### src/rtl/approx_mac_pkg.sv
// Shared types and default widths for the approximate-multiplier MAC accumulator.
package approx_mac_pkg;

  localparam int unsigned ACC_W_DEFAULT = 24;
  localparam int unsigned LEN_W_DEFAULT = 8;

  typedef enum logic [1:0] {
    IDLE,
    ACC,
    DONE
  } state_e;

endpackage

### src/rtl/approx_err_unit.sv
// Exact 8x8 product and its absolute distance from the approximate product.
module approx_err_unit (
  input  logic [7:0]  x,
  input  logic [7:0]  y,
  input  logic [15:0] z_approx,
  output logic [15:0] err
);

  logic [15:0] exact;

  always_comb begin
    exact = 16'(x) * 16'(y);
    err   = (exact >= z_approx) ? (exact - z_approx) : (z_approx - exact);
  end

endmodule

### src/rtl/approx_mac_accum.sv
// Burst accumulator of approximate products with a handshaked result.
// Define APPROX_ERR_MON_EN to add the err_sum/err_max error monitor.
module approx_mac_accum
  import approx_mac_pkg::*;
#(
  parameter int unsigned ACC_W = ACC_W_DEFAULT,
  parameter int unsigned LEN_W = LEN_W_DEFAULT
) (
  input  logic             clk,
  input  logic             rst,
  input  logic             start,
  input  logic [LEN_W-1:0] len,
  input  logic [7:0]       x,
  input  logic [7:0]       y,
  input  logic [15:0]      z_approx,
  input  logic             in_valid,
  output logic             in_ready,
  output logic [ACC_W-1:0] acc_out,
  output logic             out_valid,
  input  logic             out_ready
`ifdef APPROX_ERR_MON_EN
  ,
  output logic [ACC_W-1:0] err_sum,
  output logic [15:0]      err_max
`endif
);

  state_e           state_q;
  logic [LEN_W-1:0] cnt_q;
  logic [ACC_W-1:0] acc_q;
  logic             in_ready_q;
  logic             out_valid_q;

`ifdef APPROX_ERR_MON_EN
  logic [15:0]      err;
  logic [ACC_W-1:0] err_sum_q;
  logic [15:0]      err_max_q;

  approx_err_unit u_err (
    .x        (x),
    .y        (y),
    .z_approx (z_approx),
    .err      (err)
  );

  assign err_sum = err_sum_q;
  assign err_max = err_max_q;
`else
  // Operands only feed the error monitor.
  logic unused_xy;
  assign unused_xy = ^{x, y};
`endif

  always_ff @(posedge clk) begin
    if (rst) begin
      state_q     <= IDLE;
      cnt_q       <= '0;
      acc_q       <= '0;
      in_ready_q  <= 1'b0;
      out_valid_q <= 1'b0;
`ifdef APPROX_ERR_MON_EN
      err_sum_q   <= '0;
      err_max_q   <= '0;
`endif
    end else begin
      case (state_q)
        IDLE: begin
          if (start) begin
            acc_q <= '0;
`ifdef APPROX_ERR_MON_EN
            err_sum_q <= '0;
            err_max_q <= '0;
`endif
            if (len != '0) begin
              cnt_q      <= len;
              state_q    <= ACC;
              in_ready_q <= 1'b1;
            end else begin
              state_q     <= DONE;
              out_valid_q <= 1'b1;
            end
          end
        end
        ACC: begin
          if (in_valid && in_ready_q) begin
            acc_q <= acc_q + ACC_W'(z_approx);
            cnt_q <= cnt_q - LEN_W'(1);
`ifdef APPROX_ERR_MON_EN
            err_sum_q <= err_sum_q + ACC_W'(err);
            if (err > err_max_q) err_max_q <= err;
`endif
            if (cnt_q == LEN_W'(1)) begin
              state_q     <= DONE;
              in_ready_q  <= 1'b0;
              out_valid_q <= 1'b1;
            end
          end
        end
        DONE: begin
          if (out_ready) begin
            state_q     <= IDLE;
            out_valid_q <= 1'b0;
          end
        end
        default: begin
          state_q     <= IDLE;
          in_ready_q  <= 1'b0;
          out_valid_q <= 1'b0;
        end
      endcase
    end
  end

  assign in_ready  = in_ready_q;
  assign out_valid = out_valid_q;
  assign acc_out   = acc_q;

endmodule

### config.mk
export PLATFORM = sky130hd
export DESIGN_NAME = approx_mac_accum
export DESIGN_NICKNAME = d
export VERILOG_FILES = /design/src/rtl/approx_mac_pkg.sv /design/src/rtl/approx_err_unit.sv /design/src/rtl/approx_mac_accum.sv
export SDC_FILE = /design/constraint.sdc
export NUM_CORES = 1
export LEC_CHECK = 0
export ABC_CLOCK_PERIOD_IN_PS = 3700
export CORE_MARGIN = 10
export CORE_UTILIZATION = 42
export DETAILED_ROUTE_END_ITERATION = 8
export GPL_TIMING_DRIVEN = 0
export PLACE_DENSITY = 0.71
export SLEW_MARGIN = 15
export SYNTH_ARGS = -nofsm -noshare
export SYNTH_HDL_FRONTEND = slang
export SYNTH_SLANG_ARGS = --single-unit
### constraint.sdc
create_clock -name clk -period 3.7 [get_ports clk]
set_clock_uncertainty 0.1 [all_clocks]
set_input_delay 1.11 -clock clk [delete_from_list [all_inputs] [get_ports clk]]
set_output_delay 1.11 -clock clk [all_outputs]
set_load 0.005 [all_outputs]
==> results.py, run 1 <==
metrics = {
    "route": {
        "vias_per_cell": 5.67,
        "detail_route.wl_per_cell_um": 15.2,
        "drtIter0Drc": 119,
        "remaining_drc_errors": 0,
        "vias": 2563,
        "drtAntennaViolNets": 0,
        "dr.pass1.iters": 4,
        "drt_wl_total_um": 6880,
    },
    "finish": {
        "drive_gt1_frac": 0.0769,
        "insertedDiodeCount": 0,
        "multiInputGateArea_um2": 1740,
        "seq_area_um2": 721,
        "fin_cells": 452,
        "finalNetCount": 441,
        "fillCellCount": 570,
        "syn_to_final_growth_pct": 28.6,
    },
    "setup_path": {
        "crit_chain": "clkdlybuf4s50_1 > ha_1 > fa_1 > a21o_1 > a221oi_4 > nor3_1 > or3_1 > a32oi_1 > nor2_1",
        "slowest_stage": "clkdlybuf4s50_1",
        "worstPathArrival_ns": 3.40,
        "slowest_delay_ns": 0.41,
        "cp.required_ns": 3.76,
        "crit_path_start_kind": "input pin",
        "reg2reg_depth": 8,
        "critPathMaxFanout": 5,
        "crit_family": "compound AO/OA/AOI/OAI gates",
        "cp_num_buf_inv": 1,
        "end_kind": "register",
        "crit_cells": 9,
        "rrSetupSlack_ns": 1.30,
        "crit_type": "input pin to register",
    },
    "timing": {
        "max_freq_mhz": 299,
        "fin_crit_sh": 0.902,
        "maxSlewViolCount": 0,
        "period_needed_ns": 3.34,
        "rsz0062_at_grt": "no",
        "tns_ns": 0,
        "final-hold-violation-count": 0,
        "slew_headroom": 0.625,
        "setup_viol": 0,
        "worst_slew_pin_slew_ns": 0.557,
    },
    "min_path": {
        "hold_path_depth": 2,
        "hp-class": "register to register",
    },
    "outcome": {
        "status": "finished, final reports clean",
    },
    "synth": {
        "synth_seq_cells": 36,
        "syn-num-nets": 380,
        "async_reset_ff_frac": 0,
        "ys.flop_type": "dfxtp_1",
        "syn_area_um2": 2560,
        "synth_warnings": 0,
        "synth_commonest_cells": "44 x nand2_1, 36 x dfxtp_1, 33 x a21oi_1, 27 x nor2_1, 18 x ha_1",
        "synthCells": 316,
        "synth_area_per_cell_um2": 8.10,
        "yosysTopAreaCell": "dfxtp_1",
        "synth_most_common_cell": "nand2_1",
        "synthDistinctLibCells": 61,
        "yosys.area.top_type_share": 0.282,
        "synth_edf_count": 0,
        "yosysSeqAreaShare": 0.282,
        "ys_top_cells_by_area": "dfxtp_1 28%, ha_1 8.8%, a21oi_1 6.5%",
    },
    "power": {
        "leakagePower_uw": 0.00129,
        "pwr-share-seq": 0.405,
        "switching_share": 0.325,
        "vdd.ir_drop.worst_mv": 0.159,
        "power_frac_clock": 0.278,
        "power_density_nw_per_um2": 331,
        "intPower_uw": 734,
        "p_switching_uw": 354,
        "combPwrFrac": 0.317,
    },
    "die": {
        "boundaryPins": 71,
        "die_w_um": 98.1,
        "initial_core_util": 0.432,
        "row_count": 28,
        "core_um2": 5920,
        "dieHeight_um": 98.1,
        "dieArea_um2": 9610,
    },
    "place": {
        "numPortBuffers": 54,
        "dp_hpwl_um": 5300,
        "dpl.cell_count": 445,
        "gp_congestion": 0.930,
    },
    "cts": {
        "cts_max_level": 2,
        "cts_tree": "yes",
        "insertion_delay_ns": 0.28,
        "cts_hold_buf": 0,
        "clkTransAtPathRegs_ns": 0.07,
        "cts_resized": 0,
        "cts_sinks": 36,
        "cts_buffer_depth": 2,
        "cts_buffers": 5,
        "post_cts_buffers": 0,
        "clockRootBuffer": "clkbuf_8",
    },
    "global_route": {
        "grt_usage": 0.140,
        "antenna_found_initial": 0,
        "grt_max_degree": 11,
        "grt_overflow": 0,
        "grt_pass1_vias": 2467,
        "grt_pass1_wl_um": 11700,
    },
    "run": {
        "cap_violations": 0,
    },
}
[flip-flops by register name, indices dropped and copies added (netlist names)]
register and count:
state_q 2, acc_out 24, out_valid 1, cnt_q 8, in_ready 1
[power by group through the flow]
stage | registers [uW] | logic, uW | clock network, uW
floorplan | 444 | 230 | 0
global placement | 448 | 339 | 0
detailed placement | 448 | 343 | 0
CTS | 440 | 345 | 318
global route | 444 | 389 | 334
finish | 440 | 345 | 303
[worst paths after layout]
path	endpoint	from
min reg2reg	out_valid$_SDFFE_PP0P_	out_valid$_SDFFE_PP0P_
max reg2reg	acc_out[10]$_SDFFE_PP0P_	acc_out[0]$_SDFFE_PP0P_
min	out_valid$_SDFFE_PP0P_	out_valid$_SDFFE_PP0P_
max	acc_out[10]$_SDFFE_PP0P_	z_approx[0]
[layout by cell type, fill, tap and decap left out, types with 5 or more instances in the layout]
cell type and n:
clkdlybuf4s50_1 54, nand2_1 44, dfxtp_1 36, a21oi_1 33
nor2_1 27, ha_1 18, o21ai_0 17, a22oi_1 10
nor3_1 10, clkbuf_8 7, inv_1 6, nand3b_1 6
nand4_1 6, a21o_1 6, nand3_1 6, xnor2_1 6
clkbuf_1 5, nand2b_1 5, or3_1 5
[worst min-delay path, stage by stage, from the launching register on]
cell,delay (ns)
dfxtp_1,0.31
nand2_1,0.05
nand2_1,0.04
[routing by layer]
metal / GRT usage / vias up / share of wire / wire length [um]
li1: - / 1304 / - / -
met1: 0.171 / 1191 / 0.46 / 3190
met2: 0.231 / 66 / 0.47 / 3210
met3: 0.0416 / 2 / 0.064 / 442
met4: 0.0414 / 0 / 0.0057 / 39
met5: 0 / - / 0 / 0
[stage by stage]
step	hold slack, ns	utilization	power [uW]	worst slack (ns)	area [um^2]
floorplan	0.339	-	674	0.647	2560
finish	0.353	0.556	1090	0.361	3290
global placement	0.350	0.539	786	0.0854	3190
global route	0.395	0.556	1170	0.238	3290
CTS	0.360	0.556	1100	0.371	3290
detailed placement	0.339	0.539	791	0.0670	3190
[cell families (layout without fill, tap and decap cells)]
| family | Yosys count | count (layout) | synth area share |
|---|---|---|---|
| compound gates | 107 | 107 | 0.306 |
| xor+xnor | 7 | 7 | 0.0240 |
| fa+ha+maj | 19 | 19 | 0.0958 |
| buf+inv | 18 | 79 | 0.0381 |
| flops | 36 | 36 | 0.282 |
| mux | 4 | 4 | 0.0156 |
| simple gates | 125 | 125 | 0.239 |
[cell type report]
class                           count  area share
Sequential cell                    36       0.219
Clock buffer                        7      0.0293
Timing Repair Buffer               54       0.164
Multi-Input combinational cell    262       0.529
Tap cell                           75      0.0285
Inverter                            6     0.00685
Buffer                             12      0.0228
Note: power is estimated with default switching activity, not from simulation.
==> inputs of run 2 (changes only) <==
--- a/config.mk
+++ b/config.mk
@@ -5,13 +5,12 @@
 export SDC_FILE = /design/constraint.sdc
 export NUM_CORES = 1
 export LEC_CHECK = 0
-export ABC_CLOCK_PERIOD_IN_PS = 3700
+export ABC_CLOCK_PERIOD_IN_PS = 3000
 export CORE_MARGIN = 10
 export CORE_UTILIZATION = 42
 export DETAILED_ROUTE_END_ITERATION = 8
 export GPL_TIMING_DRIVEN = 0
-export PLACE_DENSITY = 0.71
-export SLEW_MARGIN = 15
+export PLACE_DENSITY = 0.74
 export SYNTH_ARGS = -nofsm -noshare
 export SYNTH_HDL_FRONTEND = slang
 export SYNTH_SLANG_ARGS = --single-unit
==> constraint.sdc (replaced) <==
create_clock -name clk -period 3 [get_ports clk]
set_clock_uncertainty 0.1 [all_clocks]
set_input_delay 0.9 -clock clk [delete_from_list [all_inputs] [get_ports clk]]
set_output_delay 0.9 -clock clk [all_outputs]
set_load 0.005 [all_outputs]
==> results.py, run 2 (same netlist as run 1, synthesis figures left out) <==
metrics = {
    "outcome": {
        "status": "finished, final reports clean",
    },
    "timing": {
        "maxSlewViolCount": 0,
        "worst_slew_pin_slew_ns": 0.562,
        "layout_setup_ws_ns": 0.0839,
        "slew_headroom": 0.626,
        "rsz0062_at_grt": "yes",
        "final-hold-violation-count": 0,
        "period_needed_ns": 2.92,
        "setup_viol": 0,
        "max_freq_mhz": 343,
        "fin_crit_sh": 0.972,
    },
    "global_route": {
        "grt_max_degree": 11,
        "grt_pass1_vias": 2529,
        "antenna_found_initial": 0,
        "grt_usage": 0.140,
        "grt_overflow": 0,
        "grt_pass1_wl_um": 11700,
    },
    "min_path": {
        "hp-start": "out_valid$_SDFFE_PP0P_",
        "hold_path_depth": 2,
        "min_to": "out_valid$_SDFFE_PP0P_",
        "hp-class": "register to register",
    },
    "die": {
        "dieArea_um2": 9610,
        "row_count": 28,
        "die_w_um": 98.1,
        "boundaryPins": 71,
        "core_um2": 5920,
        "initial_core_util": 0.432,
        "dieHeight_um": 98.1,
    },
    "cts": {
        "cts_sinks": 36,
        "cts_tree": "yes",
        "clkTransAtPathRegs_ns": 0.07,
        "cts_buffers": 5,
        "cts_hold_buf": 0,
        "insertion_delay_ns": 0.29,
        "clockRootBuffer": "clkbuf_8",
        "cts_max_level": 2,
        "cts_buffer_depth": 2,
    },
    "finish": {
        "mostFrequentLayoutCell": "clkdlybuf4s50_1",
        "finalNetCount": 447,
        "final_util": 0.570,
        "layout_common_cells": "52 x clkdlybuf4s50_1, 43 x nand2_1, 36 x dfxtp_1, 33 x a21oi_1, 27 x nor2_1",
        "syn_to_final_growth_pct": 31.8,
        "fin_cells": 459,
        "insertedDiodeCount": 0,
        "fillCellCount": 546,
        "fin_area_um2": 3370,
        "drive_gt1_frac": 0.104,
        "largest_reg_flops": 24,
    },
    "setup_path": {
        "crit_path_start_kind": "input pin",
        "end_kind": "register",
        "reg2reg_to": "acc_out[20]$_SDFFE_PP0P_",
        "cp.required_ns": 3.12,
        "rrSetupSlack_ns": 0.67,
        "cp-startpoint": "z_approx[3]",
        "regToRegStartpoint": "acc_out[0]$_SDFFE_PP0P_",
        "crit_type": "input pin to register",
        "reg2reg_depth": 8,
        "worstPathArrival_ns": 3.03,
        "critPathMaxFanout": 5,
    },
    "place": {
        "dpl.cell_count": 445,
        "dpl_cell_area_um2": 3190,
        "dp_hpwl_um": 5210,
        "gp_congestion": 0.899,
        "numPortBuffers": 54,
        "dp_slack_ns": -0.405,
    },
    "power": {
        "vdd.ir_drop.worst_mv": 0.181,
        "power_density_nw_per_um2": 399,
        "power_uw": 1350,
        "leakagePower_uw": 0.00132,
    },
    "route": {
        "dr.pass1.iters": 4,
        "remaining_drc_errors": 0,
        "detail_route.wl_per_cell_um": 15.2,
        "drt_wl_total_um": 6960,
        "drtAntennaViolNets": 0,
        "drtIter0Drc": 160,
        "vias_per_cell": 5.66,
        "vias": 2599,
    },
    "run": {
        "cap_violations": 0,
    },
}
## run 2: cell types whose count changed in the layout (fill, tap and decap cells not counted), sizes merged
cell           delta
buf               +5
clkbuf            +2
clkdlybuf4s50     -2
dlygate4sd2       +1
dlymetal6s2s      +1
## run 2: metal layers
layer	track usage	wire, um	vias to the layer above
li1	-	-	1320
met1	0.171	3240	1204
met2	0.225	3280	66
met3	0.0402	361	9
met4	0.0537	81	0
met5	0	0	-
## run 2: how the worst max path moves through the flow
| stage | slack [ns] | depth (start not counted) | endpoint |
|---|---|---|---|
| floorplan | 0.16 | 8 | acc_out[10]$_SDFFE_PP0P_ |
| global placement | -0.39 | 9 | acc_out[10]$_SDFFE_PP0P_ |
| detailed placement | -0.40 | 9 | acc_out[10]$_SDFFE_PP0P_ |
| CTS | 0.03 | 8 | acc_out[23]$_SDFFE_PP0P_ |
| global route | -0.01 | 8 | acc_out[16]$_SDFFE_PP0P_ |
| finish | 0.08 | 8 | acc_out[16]$_SDFFE_PP0P_ |
## run 2: metrics by stage
step / setup TNS (ns) / hold slack (ns)
2_1_floorplan: 0 / 0.339
3_3_place_gp: -4.21 / 0.338
3_5_place_dp: -4.56 / 0.338
4_1_cts: 0 / 0.357
5_1_grt: -0.0281 / 0.380
6_report: 0 / 0.355
## run 2: critical path, stage by stage
cell and delay (ns):
clkdlybuf4s50_1 0.41, ha_1 0.39, and3_4 0.22, a221oi_4 0.08, o41ai_1 0.42, a21oi_1 0.15
or3_1 0.33, a21oi_1 0.13
## run 2: what timing repair did
| item | CTS | global route |
|---|---|---|
| setup endpoints to repair | 4 | 11 |
| gates resized for setup | 4 | 9 |
| setup buffers | 3 | 3 |
| pin swaps | 9 | 7 |
## run 2: area by class of cell
type	instances	area, um^2	share of cell area
buffer	12	77.6	0.0230
clock buffer	8	90.1	0.0267
multi-input combinational	262	1780	0.528
inverter	6	22.5	0.00668
timing repair buffer	60	587	0.174
tap	75	93.8	0.0278
sequential	36	721	0.214
## run 2: power breakdown
| group | leakage (uW) | internal [uW] | switching, uW |
|---|---|---|---|
| sequential | 0.000293 | 512 | 32.0 |
| clock | 0.0000455 | 188 | 178 |
| combinational | 0.000982 | 191 | 245 |
